--- src/rtl/fetch_stage_pkg.sv ---
// Shared constants and types for the TSC instruction-fetch stage.
package fetch_stage_pkg;

  localparam int unsigned WORD_SIZE = 16;

  // OPCODE_NOP encoding: opcode 4'hF, function code 6'd28
  localparam logic [WORD_SIZE-1:0] INST_NOP = 16'hF01C;

  typedef enum logic [1:0] {
    ST_FETCH   = 2'd0,
    ST_HOLD    = 2'd1,
    ST_DISCARD = 2'd2,
    ST_HALT    = 2'd3
  } fetch_state_e;

  typedef struct packed {
    logic [WORD_SIZE-1:0] instr;
    logic [WORD_SIZE-1:0] pc_plus1;
    logic                 valid;
  } if_id_t;

  localparam if_id_t IF_ID_BUBBLE = '{instr: INST_NOP, pc_plus1: '0, valid: 1'b0};

endpackage

--- src/rtl/fetch_stage.sv ---
// Instruction-fetch stage: owns the PC, drives the instruction-memory read
// handshake and loads the IF/ID pipeline register.
module fetch_stage
  import fetch_stage_pkg::*;
#(
  parameter logic [WORD_SIZE-1:0] RESET_PC = 16'h0000
) (
  input  logic                 clk,
  input  logic                 reset,
  output logic                 i_readM,
  output logic [WORD_SIZE-1:0] i_address,
  input  logic [WORD_SIZE-1:0] i_data,
  input  logic                 inputReady,
  input  logic                 stall,
  input  logic                 flush,
  input  logic                 redirect_valid,
  input  logic [WORD_SIZE-1:0] redirect_pc,
  input  logic                 halt,
  output logic [WORD_SIZE-1:0] IF_ID_instr,
  output logic [WORD_SIZE-1:0] IF_ID_pc_plus1,
  output logic                 IF_ID_valid,
  output logic [WORD_SIZE-1:0] fetch_count
);

  fetch_state_e         state_q, state_d;
  logic [WORD_SIZE-1:0] pc_q, pc_d;
  logic [WORD_SIZE-1:0] discard_q, discard_d;
  logic [WORD_SIZE-1:0] buf_instr_q, buf_instr_d;
  logic [WORD_SIZE-1:0] buf_pc1_q, buf_pc1_d;
  if_id_t               if_id_q, if_id_d;
  logic [WORD_SIZE-1:0] count_q, count_d;
  logic                 load_en;
  if_id_t               load_val;
  logic [WORD_SIZE-1:0] pc_plus1;

  assign pc_plus1 = pc_q + WORD_SIZE'(1);

  always_ff @(posedge clk) begin
    if (reset) begin
      state_q     <= ST_FETCH;
      pc_q        <= RESET_PC;
      discard_q   <= '0;
      buf_instr_q <= '0;
      buf_pc1_q   <= '0;
      if_id_q     <= IF_ID_BUBBLE;
      count_q     <= '0;
    end else begin
      state_q     <= state_d;
      pc_q        <= pc_d;
      discard_q   <= discard_d;
      buf_instr_q <= buf_instr_d;
      buf_pc1_q   <= buf_pc1_d;
      if_id_q     <= if_id_d;
      count_q     <= count_d;
    end
  end

  // Next-state: halt > redirect > stall > normal; flush overrides any IF/ID load
  always_comb begin
    state_d     = state_q;
    pc_d        = pc_q;
    discard_d   = discard_q;
    buf_instr_d = buf_instr_q;
    buf_pc1_d   = buf_pc1_q;
    if_id_d     = if_id_q;
    count_d     = count_q;
    load_en     = 1'b0;
    load_val    = IF_ID_BUBBLE;

    if (halt) begin
      state_d = ST_HALT;
      if_id_d = IF_ID_BUBBLE;
    end else begin
      unique case (state_q)
        ST_FETCH: begin
          if (redirect_valid) begin
            pc_d = redirect_pc;
            if (!inputReady) begin
              discard_d = pc_q;
              state_d   = ST_DISCARD;
            end
          end else if (inputReady) begin
            pc_d = pc_plus1;
            if (stall) begin
              buf_instr_d = i_data;
              buf_pc1_d   = pc_plus1;
              state_d     = ST_HOLD;
            end else begin
              load_en  = 1'b1;
              load_val = '{instr: i_data, pc_plus1: pc_plus1, valid: 1'b1};
            end
          end
        end
        ST_HOLD: begin
          if (redirect_valid) begin
            pc_d    = redirect_pc;
            state_d = ST_FETCH;
          end else if (!stall) begin
            load_en  = 1'b1;
            load_val = '{instr: buf_instr_q, pc_plus1: buf_pc1_q, valid: 1'b1};
            state_d  = ST_FETCH;
          end
        end
        ST_DISCARD: begin
          if (redirect_valid) pc_d = redirect_pc;
          if (inputReady) state_d = ST_FETCH;
        end
        default: ;
      endcase

      if (flush) begin
        if_id_d = IF_ID_BUBBLE;
      end else if (load_en) begin
        if_id_d = load_val;
        count_d = count_q + WORD_SIZE'(1);
      end
    end
  end

  assign i_readM   = !reset && (state_q == ST_FETCH || state_q == ST_DISCARD);
  assign i_address = (state_q == ST_DISCARD) ? discard_q : pc_q;

  assign IF_ID_instr    = if_id_q.instr;
  assign IF_ID_pc_plus1 = if_id_q.pc_plus1;
  assign IF_ID_valid    = if_id_q.valid;
  assign fetch_count    = count_q;

endmodule

--- config.mk ---
export PLATFORM = sky130hd
export DESIGN_NAME = fetch_stage
export DESIGN_NICKNAME = d
export VERILOG_FILES = /design/src/rtl/fetch_stage_pkg.sv /design/src/rtl/fetch_stage.sv
export SDC_FILE = /design/constraint.sdc
export NUM_CORES = 1
export LEC_CHECK = 0
export BUFFER_PORTS_ARGS = -buffer_cell sky130_fd_sc_hd__buf_2
export CAP_MARGIN = 20
export CORE_ASPECT_RATIO = 1.25
export CORE_MARGIN = 2
export CORE_UTILIZATION = 50
export DETAILED_ROUTE_END_ITERATION = 10
export PLACE_DENSITY = 0.79
export SETUP_SLACK_MARGIN = 0.02
export SYNTH_ARGS = -nofsm -noshare
export SYNTH_HDL_FRONTEND = slang
export SYNTH_SLANG_ARGS = --single-unit
export TNS_END_PERCENT = 5
--- constraint.sdc ---
create_clock -name clk -period 2 [get_ports clk]
set_input_delay 0.4 -clock clk [delete_from_list [all_inputs] [get_ports clk]]
set_output_delay 0.4 -clock clk [all_outputs]
set_load 0.01 [all_outputs]
==> impl_metrics.prom <==
# TYPE chip_impl_metric gauge
chip_impl_info{name="result_of_the_run",value="finished with violations"} 1
chip_impl_info{name="violated_checks",value="negative setup slack"} 1
chip_impl_metric{name="max_cap_violations",unit=""} 0
chip_impl_metric{name="grt_antenna_before_repair",unit=""} 0
chip_impl_metric{name="pre_cts_ws",unit="ns"} -0.0646
chip_impl_metric{name="synthesis.area",unit="sq um"} 5550
chip_impl_metric{name="placeableCoreArea",unit="sq um"} 11000
chip_impl_info{name="worst_setup_path_start_kind",value="flop"} 1
chip_impl_info{name="kind_of_cell_adding_the_most_delay_to_the_critical_path",value="multiplexers"} 1
chip_impl_metric{name="initial_core_util",unit="%"} 50.5
chip_impl_metric{name="post_dp_cell_area",unit="sq um"} 6430
chip_impl_metric{name="global_route_wire_length_before_repair",unit="mm"} 25.8
chip_impl_metric{name="synth_enable_flop_cells",unit=""} 0
chip_impl_metric{name="data_arrival_critical_path",unit="ns"} 1.63
chip_impl_metric{name="transition_time_at_the_pin_with_the_least_slew_margin",unit="ns"} 0.516
chip_impl_metric{name="cp_num_buf_inv",unit=""} 3
chip_impl_info{name="synth_flop_cell",value="sky130_fd_sc_hd__dfxtp_1"} 1
chip_impl_metric{name="synth_async_sr_flop_share",unit="%"} 0
chip_impl_metric{name="hold_violations",unit=""} 0
chip_impl_metric{name="fin_crit_sh",unit="%"} 102
chip_impl_metric{name="initialDrtViolationCount",unit=""} 384
chip_impl_metric{name="numClockSinks",unit=""} 115
chip_impl_metric{name="finalSetupViolCount",unit=""} 2
chip_impl_info{name="path_cells",value="inv_2, ha_4, buf_12, mux2_2, buf_6"} 1
chip_impl_metric{name="first_global_vias",unit=""} 5449
chip_impl_metric{name="worstPathRequired",unit="ns"} 1.60
chip_impl_metric{name="gr-usage-all-layers",unit="%"} 26.5
chip_impl_metric{name="cts_inserted_buffers",unit=""} 17
chip_impl_metric{name="post_synthesis_mean_instance_area",unit="sq um"} 8.23
chip_impl_info{name="cpMaxStageDelayCell",value="sky130_fd_sc_hd__mux2_2"} 1
chip_impl_metric{name="globalplace.congestion",unit=""} 0.862
chip_impl_metric{name="totalWireLength",unit="mm"} 15.9
chip_impl_metric{name="antenna_left",unit=""} 0
chip_impl_metric{name="yosys_top_cell_area_share",unit="%"} 41.5
chip_impl_metric{name="grt.overflow.total",unit=""} 0
chip_impl_metric{name="dieHeight",unit="um"} 122
chip_impl_metric{name="worst_skew_pair.late_latency",unit="ns"} 0.41
chip_impl_info{name="cts_tree",value="built"} 1
chip_impl_metric{name="n_antenna_cell",unit=""} 0
chip_impl_metric{name="cp_max_fo",unit=""} 12
chip_impl_metric{name="wire_per_inst",unit="um"} 16.9
chip_impl_info{name="rsz0062_at_grt",value="yes"} 1
chip_impl_metric{name="port-buffer-count",unit=""} 104
chip_impl_metric{name="synth_sequential_area_ratio",unit="%"} 41.5
chip_impl_metric{name="max_clock_freq",unit="MHz"} 492
chip_impl_metric{name="timing.final.ws_setup",unit="ns"} -0.0315
chip_impl_metric{name="synth_cell_type_count",unit=""} 64
chip_impl_metric{name="power.leakage",unit="uW"} 0.00270
chip_impl_info{name="synth.largest_area_cell",value="sky130_fd_sc_hd__dfxtp_1"} 1
chip_impl_metric{name="die_width",unit="um"} 98.2
chip_impl_metric{name="synthesis.nets",unit=""} 718
chip_impl_metric{name="number_of_optimization_iterations_in_the_first_detailed_route_pass",unit=""} 7
chip_impl_metric{name="finish.instance_area",unit="sq um"} 7100
chip_impl_metric{name="yosys_register_bits",unit=""} 115
chip_impl_metric{name="layout_min_cycle_time",unit="ns"} 2.03
chip_impl_metric{name="detailed_placer_s_ending_hpwl",unit="mm"} 11.0
chip_impl_metric{name="areaGrowthSynthToFinish",unit="%"} 28.1
chip_impl_metric{name="vdd.ir_drop.worst",unit="uV"} 657
chip_impl_info{name="synth.area.top_cells",value="sky130_fd_sc_hd__dfxtp_1, sky130_fd_sc_hd__nand2_1, sky130_fd_sc_hd__a21oi_1, sky130_fd_sc_hd__nor2_1, sky130_fd_sc_hd__clkbuf_1"} 1
chip_impl_metric{name="grt_start_max_net_pins",unit=""} 87
chip_impl_metric{name="finalMaxSlewViolations",unit=""} 0
chip_impl_metric{name="pwr_density_cell",unit="nW/um^2"} 827
chip_impl_metric{name="floorplan_die_area",unit="sq um"} 12000
chip_impl_metric{name="netlist_instances",unit=""} 674
chip_impl_metric{name="rows",unit=""} 43
chip_impl_metric{name="cts_clk_pin_slew_worst_paths",unit="ns"} 0.05
chip_impl_metric{name="crit_path_max_incr_delay",unit="ns"} 0.37
chip_impl_metric{name="final.setup_skew",unit="ns"} 0.00671
chip_impl_info{name="worst_hold_path_type",value="primary input to flop"} 1
chip_impl_metric{name="num-nets-final",unit=""} 838
chip_impl_metric{name="finish.cell_count_without_fillers",unit=""} 939
chip_impl_metric{name="drive_above_1_share",unit="%"} 28.4
chip_impl_metric{name="max-slew-margin-rel",unit="%"} 65.4
chip_impl_metric{name="remaining_drc_errors",unit=""} 0
chip_impl_metric{name="cts_buffer_depth",unit=""} 2
chip_impl_metric{name="synth-warning-count",unit=""} 0
chip_impl_metric{name="cts_max_level",unit=""} 4
chip_impl_info{name="crit_type",value="flop to output port"} 1
chip_impl_metric{name="placed_cells",unit=""} 906
chip_impl_info{name="worstSetupEndpointType",value="output port"} 1
chip_impl_info{name="clockRootBuffer",value="sky130_fd_sc_hd__clkbuf_16"} 1
chip_impl_metric{name="io-pin-count",unit=""} 105
chip_impl_metric{name="vias_after_detailed_routing",unit=""} 5625
chip_impl_metric{name="vias_per_cell",unit=""} 5.99
## layout make-up
class	count	area [sq um]
tap	135	169
clock inverter	6	32.5
sequential	115	2310
inverter	12	45.0
timing repair buffer	166	1150
clock buffer	23	478
multi-input combinational	482	2920
fill	912	3870
## flip-flops by register name (all words and copies together), names as in the netlist
name / cells
pc_q: 16
IF_ID_pc_plus1: 16
state_q: 2
fetch_count: 16
discard_q: 16
IF_ID_instr: 16
buf_pc1_q: 16
buf_instr_q: 16
IF_ID_valid: 1
## placed cells by master, fill, tap and decap left out, types with 6 or more instances in the layout
cell	instances
sky130_fd_sc_hd__a211oi_1	11
sky130_fd_sc_hd__a21oi_1	56
sky130_fd_sc_hd__a221oi_1	16
sky130_fd_sc_hd__a22oi_1	12
sky130_fd_sc_hd__a31oi_1	8
sky130_fd_sc_hd__a32oi_1	7
sky130_fd_sc_hd__buf_12	6
sky130_fd_sc_hd__buf_2	93
sky130_fd_sc_hd__buf_4	55
sky130_fd_sc_hd__buf_6	11
sky130_fd_sc_hd__clkbuf_16	17
sky130_fd_sc_hd__dfxtp_1	112
sky130_fd_sc_hd__inv_1	11
sky130_fd_sc_hd__mux2_2	11
sky130_fd_sc_hd__nand2_1	90
sky130_fd_sc_hd__nand2b_1	11
sky130_fd_sc_hd__nand3_1	14
sky130_fd_sc_hd__nand4_1	17
sky130_fd_sc_hd__nor2_1	60
sky130_fd_sc_hd__nor3_1	16
sky130_fd_sc_hd__o21ai_0	27
sky130_fd_sc_hd__o31a_1	6
sky130_fd_sc_hd__or3_1	11
sky130_fd_sc_hd__or4_1	9
sky130_fd_sc_hd__xnor2_1	9
sky130_fd_sc_hd__xor2_1	8
## path summary, 6_finish.rpt
path	from	endpoint	slack, ns	cells past startpoint
hold reg to reg	buf_instr_q[12]	buf_instr_q[12]	0.45	2
setup / recovery	state_q[0]	i_address[10]	-0.03	5
setup reg to reg	pc_q[8]	pc_q[11]	0.04	5
hold / removal	i_data[12]	buf_instr_q[12]	0.25	3
## what timing repair did
| item | in CTS | in global routing |
|---|---|---|
| gates cloned | 1 | 0 |
| gates resized for setup | 18 | 9 |
| hold buffers | 0 | 0 |
| setup endpoints to repair | 19 | 26 |
| buffers inserted | 3 | 0 |
| pin swaps | 2 | 0 |
## power by group
| group | total, uW | switching [uW] | internal (uW) | leakage, uW |
|---|---|---|---|---|
| logic | 829 | 470 | 359 | 0.00152 |
| registers | 2400 | 48.4 | 2350 | 0.000931 |
| clock network | 2650 | 1000 | 1640 | 0.000254 |
| total | 5870 | 1520 | 4350 | 0.00270 |
## worst register-to-register path: stages (launching register included)
cell and delay (ns):
sky130_fd_sc_hd__dfxtp_1 0.37, sky130_fd_sc_hd__nand4_1 0.12, sky130_fd_sc_hd__buf_4 0.18, sky130_fd_sc_hd__or4_4 0.58
sky130_fd_sc_hd__or4_1 0.42, sky130_fd_sc_hd__a31oi_1 0.21
## kinds of logic (layout without fill, tap and decap cells)
group / count (synthesis) / after routing / synth area share, %
AOI/OAI and AO/OA: 186 / 186 / 22.2
adders and majority gates: 5 / 5 / 1.13
muxes: 13 / 13 / 2.62
buffers and inverters: 77 / 207 / 6.63
xor gates and xnor gates: 17 / 17 / 2.68
DFF: 115 / 115 / 41.5
and+or+nand+nor: 261 / 261 / 23.3
## cell usage after synthesis, types with 4 or more instances
cell type / instances
sky130_fd_sc_hd__clkbuf_1: 46
sky130_fd_sc_hd__o22ai_1: 4
sky130_fd_sc_hd__a22oi_1: 12
sky130_fd_sc_hd__a21oi_1: 56
sky130_fd_sc_hd__dfxtp_1: 115
sky130_fd_sc_hd__xor2_1: 8
sky130_fd_sc_hd__or4_1: 9
sky130_fd_sc_hd__a32oi_1: 7
sky130_fd_sc_hd__o31a_1: 6
sky130_fd_sc_hd__or4_4: 4
sky130_fd_sc_hd__buf_4: 6
sky130_fd_sc_hd__o31ai_1: 4
sky130_fd_sc_hd__o211ai_1: 4
sky130_fd_sc_hd__nand3_1: 14
sky130_fd_sc_hd__nor3_1: 16
sky130_fd_sc_hd__buf_6: 5
sky130_fd_sc_hd__ha_1: 5
sky130_fd_sc_hd__buf_2: 4
sky130_fd_sc_hd__o21a_1: 5
sky130_fd_sc_hd__inv_1: 12
sky130_fd_sc_hd__nor2_1: 60
sky130_fd_sc_hd__nand2_1: 90
sky130_fd_sc_hd__or3_1: 11
sky130_fd_sc_hd__nand4_1: 17
sky130_fd_sc_hd__o21ai_0: 32
sky130_fd_sc_hd__mux2_2: 12
sky130_fd_sc_hd__nand2b_1: 11
sky130_fd_sc_hd__a221oi_1: 16
sky130_fd_sc_hd__xnor2_1: 9
sky130_fd_sc_hd__a31oi_1: 8
sky130_fd_sc_hd__nor2b_1: 4
sky130_fd_sc_hd__a211oi_1: 11
sky130_fd_sc_hd__nor4_1: 5
## routing by layer
metal | share of wire (%) | wire length [um] | vias up | global-route usage (%)
met5 | 0 | 0 | - | 0
met4 | 3.0 | 478 | 0 | 12.5
met3 | 6.3 | 1010 | 42 | 5.51
met2 | 49 | 7860 | 236 | 45.5
met1 | 41 | 6570 | 2668 | 31.9
li1 | - | - | 2679 | -
## stage by stage
stage | TNS (ns) | power [uW] | hold slack, ns | util, %
global route | -0.365 | 6060 | 0.250 | 64.7
CTS | -0.00844 | 5880 | 0.236 | 64.5
global placement | 0 | 3170 | 0.438 | 58.5
finish | -0.0321 | 5870 | 0.248 | 64.7
detailed placement | -0.143 | 3200 | 0.446 | 58.5
floorplan | 0 | 2900 | 0.433 | -
No activity file was read; power rests on OpenSTA's default activity.
